$ cat src/rtl/pe_array_sequencer.sv
// Control sequencer for a linear chain of processing elements: loads one weight per PE,
// streams samples into PE0 and sums the registered PE products into one result per sample.
module pe_array_sequencer #(
    parameter int NUM_PE = 4,
    parameter int DATA_W = 8,
    parameter int CNT_W  = 16,
    parameter int RES_W  = 2*DATA_W + $clog2(NUM_PE)
) (
    input  logic                 clk,
    input  logic                 rst,
    input  logic                 start,
    input  logic [CNT_W-1:0]     num_samples,
    input  logic                 w_valid,
    input  logic [DATA_W-1:0]    w_data,
    output logic                 w_ready,
    input  logic                 d_valid,
    input  logic [DATA_W-1:0]    d_data,
    output logic                 d_ready,
    output logic                 pe_enable,
    output logic [NUM_PE-1:0]    pe_read_weight,
    output logic                 pe_read_data,
    output logic [NUM_PE-1:0]    pe_forwarding_enable,
    output logic [DATA_W-1:0]    weight_bus,
    output logic [DATA_W-1:0]    data_bus,
    input  logic [16*NUM_PE-1:0] pe_products,
    output logic                 res_valid,
    output logic [RES_W-1:0]     res_data,
    output logic                 busy,
    output logic                 done
);

    localparam int WC_W = $clog2(NUM_PE);
    localparam logic [NUM_PE-1:0] FWD_ONES = {{(NUM_PE-1){1'b1}}, 1'b0};
    localparam logic [NUM_PE-1:0] ONE_HOT0 = NUM_PE'(1);

    typedef enum logic [2:0] {IDLE, LOAD_W, STREAM, DRAIN, FLUSH, DONE} state_t;

    state_t           state;
    logic [CNT_W-1:0] nsamp;
    logic [CNT_W-1:0] scnt;
    logic [WC_W-1:0]  wcnt;
    logic             stepping;
    logic             primed;
    logic             res_pend;
    logic [RES_W-1:0] prod_sum;

    assign w_ready = (state == LOAD_W);
    assign d_ready = (state == STREAM);
    assign busy    = (state != IDLE);

    always_comb begin
        prod_sum = '0;
        for (int unsigned k = 0; k < NUM_PE; k++)
            prod_sum = prod_sum + RES_W'(pe_products[16*k +: 16]);
    end

    always_ff @(posedge clk or posedge rst) begin
        if (rst) begin
            state                <= IDLE;
            nsamp                <= '0;
            scnt                 <= '0;
            wcnt                 <= '0;
            stepping             <= 1'b0;
            primed               <= 1'b0;
            res_pend             <= 1'b0;
            pe_enable            <= 1'b0;
            pe_read_weight       <= '0;
            pe_read_data         <= 1'b0;
            pe_forwarding_enable <= '0;
            weight_bus           <= '0;
            data_bus             <= '0;
            res_valid            <= 1'b0;
            res_data             <= '0;
            done                 <= 1'b0;
        end else begin
            pe_enable      <= 1'b0;
            pe_read_weight <= '0;
            pe_read_data   <= 1'b0;
            stepping       <= 1'b0;
            done           <= 1'b0;

            // stepping marks a step edge; the first step only primes the pipeline,
            // every later one yields a result one edge after it
            res_pend  <= stepping & primed;
            res_valid <= res_pend;
            if (stepping)
                primed <= 1'b1;
            if (res_pend)
                res_data <= prod_sum;

            case (state)
                IDLE: begin
                    if (start) begin
                        nsamp  <= num_samples;
                        wcnt   <= '0;
                        scnt   <= '0;
                        primed <= 1'b0;
                        state  <= LOAD_W;
                    end
                end
                LOAD_W: begin
                    if (w_valid) begin
                        weight_bus     <= w_data;
                        pe_read_weight <= ONE_HOT0 << wcnt;
                        pe_enable      <= 1'b1;
                        wcnt           <= wcnt + 1'b1;
                        if (wcnt == WC_W'(NUM_PE-1)) begin
                            if (nsamp == '0) begin
                                done  <= 1'b1;
                                state <= DONE;
                            end else begin
                                state <= STREAM;
                            end
                        end
                    end
                end
                STREAM: begin
                    if (d_valid) begin
                        data_bus             <= d_data;
                        pe_read_data         <= 1'b1;
                        pe_forwarding_enable <= FWD_ONES;
                        pe_enable            <= 1'b1;
                        stepping             <= 1'b1;
                        scnt                 <= scnt + 1'b1;
                        if (scnt == nsamp - 1'b1)
                            state <= DRAIN;
                    end
                end
                DRAIN: begin
                    pe_enable            <= 1'b1;
                    pe_forwarding_enable <= FWD_ONES;
                    stepping             <= 1'b1;
                    state                <= FLUSH;
                end
                FLUSH: begin
                    pe_forwarding_enable <= '0;
                    done                 <= 1'b1;
                    state                <= DONE;
                end
                DONE: begin
                    state <= IDLE;
                end
                default: begin
                    state <= IDLE;
                end
            endcase
        end
    end

endmodule

$ cat config.mk
export PLATFORM = sky130hd
export DESIGN_NAME = pe_array_sequencer
export DESIGN_NICKNAME = d
export VERILOG_FILES = /design/src/rtl/pe_array_sequencer.sv
export SDC_FILE = /design/constraint.sdc
export NUM_CORES = 1
export LEC_CHECK = 0
export BUFFER_PORTS_ARGS = -buffer_cell sky130_fd_sc_hd__buf_4
export CAP_MARGIN = 10
export CELL_PAD_IN_SITES_DETAIL_PLACEMENT = 0
export CELL_PAD_IN_SITES_GLOBAL_PLACEMENT = 1
export CORE_MARGIN = 4
export CORE_UTILIZATION = 31
export CTS_CLUSTER_DIAMETER = 50
export DETAILED_ROUTE_END_ITERATION = 12
export PLACE_DENSITY = 0.76
export SYNTH_ARGS = -nofsm -noshare
export SYNTH_HDL_FRONTEND = slang
export SYNTH_SLANG_ARGS = --single-unit
$ cat constraint.sdc
create_clock -name clk -period 6.1 [get_ports clk]
set_clock_uncertainty 0.2 [all_clocks]
set_input_delay 1.22 -clock clk [delete_from_list [all_inputs] [get_ports clk]]
set_output_delay 1.22 -clock clk [all_outputs]
set_load 0.01 [all_outputs]
Yosys cells after proc, flatten, opt, wreduce, memory -nomap -nowiden
Index checks and enable logic that the tools add are counted.
{"block": "word_totals", "reg_bits": 86, "in_bits": 101, "output_inout_bits": 49, "word_cells": 77}
{"block": "classes", "n_addsub": 6, "eq_ne": 11, "shifts": 1, "muxes": 29, "bitwise_logic": 1, "reduce_logical": 13}
{"operator": "16-bit 2-to-1 mux", "count": 2}
{"operator": "16-bit case mux with 2 select lines", "count": 1}
{"operator": "17-bit by 16-bit adder with 18-bit output", "count": 1}
{"operator": "18-bit by 16-bit adder with 18-bit output", "count": 1}
{"operator": "3-bit 2-to-1 mux", "count": 6}
{"operator": "16-bit by 16-bit adder with 17-bit output", "count": 1}
{"operator": "16-bit by 1-bit adder with 16-bit output, second input constant", "count": 1}
{"operator": "16-bit equality test", "count": 1}
{"operator": "16-bit zero test", "count": 1}
{"operator": "16-bit by 1-bit subtractor with 16-bit output, second input constant", "count": 1}
{"operator": "3-bit case mux with 5 select lines", "count": 1}
{"operator": "4-bit 2-to-1 mux", "count": 3}
{"operator": "4-bit case mux with 3 select lines", "count": 1}
{"operator": "1-bit 2-to-1 mux", "count": 9}
{"operator": "2-bit AND reduction", "count": 4}
{"operator": "3-bit by 2-bit equality test with 1-bit output, second input constant", "count": 2}
{"operator": "2-bit inequality test, second input constant", "count": 3}
{"operator": "3-bit AND reduction", "count": 2}
{"operator": "3-bit nonzero test", "count": 2}
{"operator": "5-bit AND reduction", "count": 1}
{"operator": "2-bit 2-to-1 mux", "count": 2}
{"operator": "2-bit by 1-bit inequality test with 1-bit output, second input constant", "count": 2}
{"operator": "1-bit case mux with 2 select lines", "count": 2}
{"operator": "2-bit case mux with 2 select lines", "count": 1}
{"operator": "9 further kinds", "count": 10}

Longest topological paths before layout
{"block": "logic_depth", "depth_word": 5, "mapped_depth": 13, "depth_no_buf": 13}

Worst setup path after synthesis
Ideal clock, no wire load.
{"block": "synth_path", "path_kind": "input-to-reg", "startpoint": "input pe_products[1]", "endpoint": "register res_data[13]", "setup_time_ns": 0.104, "arrival_time_ns": 3.903, "t_required_ns": 5.796, "path_slack_ns": 1.893, "stages": 13, "path_buffers": 0, "cell_sequence": "inv_1 -> fa_1 -> inv_1 -> fa_1 -> ha_1 -> inv_1 -> fa_1 -> nand2b_1 -> a21oi_1 -> o21bai_1 -> a21boi_1 -> nor2_1 -> o311ai_1"}
{"block": "synth_via", "elab_chain_cells": 3}
{"element": "start: declaration", "line": "25", "text": "input logic [16*NUM_PE-1:0] pe_products,"}
{"element": "16-bit by 16-bit adder with 17-bit output", "line": "54", "text": "prod_sum = prod_sum + RES_W'(pe_products[16*k +: 16]);"}
{"element": "17-bit by 16-bit adder with 18-bit output", "line": "54"}
{"element": "18-bit by 16-bit adder with 18-bit output", "line": "54"}
{"element": "end signal: assignment", "line": "89", "text": "res_data <= prod_sum;"}
{"element": "end: declaration", "line": "27", "text": "output logic [RES_W-1:0] res_data,"}
Every way passes these cells.
A chain may end at the register's enable or synchronous reset.

Final worst setup path
Same ends and word-level chain as after synthesis.

==> flow_metrics.py <==
metrics = {
    "run_status": {
        "status": "complete, no violations",
    },
    "yosys": {
        "yosysSeqAreaShare_pct": 37.3,
        "ys_warn_count": 0,
        "synth_area_mm2": 0.00557,
        "syn_area_per_cell_um2": 9.39,
        "synth-seq-cells": 83,
        "synth_edf_count": 0,
        "synthArstFlopShare_pct": 100,
        "netlist.area_leader.share_pct": 37.3,
        "syn-num-nets": 749,
        "synth_top_flop_cell": "dfrtp_1",
        "yosysUniqueCellTypes": 59,
        "syn_inst": 593,
        "synthTopCellsByArea": "dfrtp_1 (37%), fa_1 (12%), inv_1 (5.9%)",
        "yosys.area.top_type": "dfrtp_1",
    },
    "worst_setup_path": {
        "cp-start-kind": "input port",
        "end_kind": "flop",
        "worstPathRequired_ns": 6.14,
        "path_max_fanout": 5,
        "cp-startpoint": "pe_products[1]",
        "rr_startpoint": "state[1]$_DFFE_PP0P_",
        "crit_type": "input port to flop",
        "cp.arrival_ns": 4.36,
    },
    "final_layout": {
        "drive_gt1_share_pct": 26.2,
        "postLayoutCellArea_mm2": 0.00718,
        "nets": 885,
        "multi_input_area_mm2": 0.00306,
        "insertedDiodeCount": 0,
        "fill_cells": 1754,
        "seq_area_mm2": 0.00208,
        "final_cell_mix": "buf_4 (150), nand2_1 (87), inv_1 (87), dfrtp_1 (83), nor2_1 (37)",
        "syn2layout_area_growth_pct": 29.1,
        "layout.cells.most_common": "buf_4",
    },
    "power": {
        "leakagePower_uw": 0.00364,
        "clkPwrFrac_pct": 21.2,
        "p_sw_uw": 1040,
        "p_seq_share_pct": 33.8,
        "powerDensity_mw_per_mm2": 372,
        "p_comb_share_pct": 45.0,
        "internal_power_uw": 1630,
        "power_switching_share_pct": 38.9,
        "ir_drop_mv": 0.248,
    },
    "min_path": {
        "hold_class": "flop to flop",
        "min_from": "stepping$_DFF_PP0_",
    },
    "place": {
        "gp_congestion": 0.814,
        "hpwlAfterDp_um": 9990,
        "placed_cell_area_mm2": 0.00688,
        "numPortBuffers": 148,
    },
    "detailed_routing": {
        "drtIter0Drc": 168,
        "wl_per_cell_um": 13.6,
        "num_vias": 4444,
        "drc_errors": 0,
        "drtPass1Iterations": 4,
        "antenna_left": 0,
        "viasPerCell": 4.63,
        "routed_wl_um": 13100,
    },
    "clock_network": {
        "cts.clk_slew.worst_paths_ns": 0.06,
        "h-tree-depth": 3,
        "numCtsBuffers": 9,
        "post_cts_buffers": 0,
        "clk_latency_ns": 0.34,
        "cts_tree": "yes",
        "ctsLongestPathBuffers": 2,
        "clockRootBuffer": "clkbuf_16",
        "postCtsResizedCells": 0,
        "cts.sinks": 83,
        "hold_buffers": 0,
    },
    "timing": {
        "worst_slew_pin_slew_ns": 1.03,
        "max-slew-margin-rel_pct": 31.3,
        "slew_violations": 0,
        "fin_setup_tns_ns": 0,
        "fin_crit_ns": 4.32,
        "fmax_mhz": 231,
        "setup_violations": 0,
        "hold_viol_final": 0,
        "fin_crit_sh_pct": 70.9,
        "rsz0062_at_grt": "no",
    },
    "die": {
        "rows": 48,
        "start_util_pct": 31.9,
        "boundaryPins": 150,
        "fp.dieArea_mm2": 0.0202,
        "die_h_um": 142,
        "core_area_mm2": 0.0175,
        "die_w_um": 142,
    },
    "grt": {
        "grt_usage_pct": 13.1,
        "antenna_found_initial": 0,
        "grt_max_degree": 54,
        "grt-ovfl-total": 0,
        "first_global_vias": 4353,
        "grt_pass1_wl_um": 21500,
    },
    "flow_run": {
        "cap_violations": 0,
    },
}
[cells by family (layout without fill, tap and decap cells)]
logic type / count (synthesis) / after routing / synth area share [%]
simple gates: 189 / 189 / 16.7
buf+inv: 114 / 255 / 7.96
compound gates: 94 / 94 / 11.5
flops: 83 / 83 / 37.3
fa+ha+maj: 55 / 55 / 16.7
xor+xnor: 38 / 38 / 5.98
mux: 19 / 19 / 3.78
other cells: 1 / 1 / 0.0674
[metal layers]
layer  track usage [%]  vias up  part of all wire (%)
li1                  -     2222                     -
met4              4.39        0                   1.4
met1              17.9     2087                    46
met2              20.9      122                    46
met5                 0        -                     0
met3              2.69       13                   6.4
[metrics by stage]
stage	worst slack, ns	total power (uW)	util [%]	cells	hold WS (ns)
after global routing	1.60	2900	41.1	959	0.300
after floorplan	1.89	1690	-	593	0.152
final	1.78	2670	41.1	959	0.282
after detailed placement	1.45	2130	39.4	943	0.265
after CTS	1.78	2720	41.1	959	0.282
after global placement	1.50	2130	39.4	943	0.261
[Yosys cell counts, types with 4 or more instances]
cell      number
xnor2_1       19
dfrtp_1       83
nand4_1       14
nor2_1        37
o21ai_1        8
o311ai_1       4
o31ai_1        4
nand3_1        6
o21a_1         5
o21ai_0       14
nor4_1         4
mux2_2        16
xor2_1        19
nand2b_1       6
a211oi_1       5
a21oi_1       18
o211ai_1       6
nor3_1         7
ha_1          23
and3_1         9
nand2_1       87
fa_1          32
o21bai_1       5
inv_1         88
a21o_1         5
clkbuf_1      17
[critical path: stages]
cell	delay, ns
buf_4	0.08
inv_1	0.04
fa_1	0.54
inv_1	0.05
fa_1	0.51
ha_1	0.19
inv_1	0.06
fa_1	0.40
nand2b_1	0.18
a21oi_1	0.27
o21bai_1	0.14
a21boi_1	0.36
nor2_1	0.08
o311ai_1	0.24
[flip-flops by register name (all words and copies together) (netlist names)]
register and flops:
res_pend 1, state 3, pe_read_data 1, data_bus 8, stepping 1, wcnt 2, nsamp 16, res_data 18
primed 1, weight_bus 8, scnt 16, pe_enable 1, done 1, pe_forwarding_enable 1, res_valid 1, pe_read_weight 4
[layout make-up]
type,count,area share [%]
Clock buffer,11,3.38
Clock inverter,5,0.836
Inverter,89,4.67
Multi-Input combinational cell,396,42.6
Sequential cell,83,28.9
Tap cell,225,3.92
Timing Repair Buffer,150,15.7
[path summary, 6_finish.rpt]
check | end | slack, ns | depth (start not counted)
min | primed$_DFF_PP0_ | 0.28 | 2
max in group asynchronous | scnt[8]$_DFFE_PP0P_ | 3.88 | 3
min in group asynchronous | res_data[2]$_DFFE_PP0P_ | 0.74 | 2
max | res_data[13]$_DFFE_PP0P_ | 1.78 | 14
min reg2reg | primed$_DFF_PP0_ | 0.28 | 2
max reg2reg | scnt[15]$_DFFE_PP0P_ | 3.29 | 6
[power groups by stage]
stage	clock network [uW]	registers, uW	logic (uW)
2_1_floorplan	0	911	780
3_3_place_gp	0	909	1220
3_5_place_dp	0	913	1220
4_1_cts	587	905	1230
5_1_grt	608	935	1360
6_report	568	904	1200
Note: power is estimated with default switching activity, not from simulation.
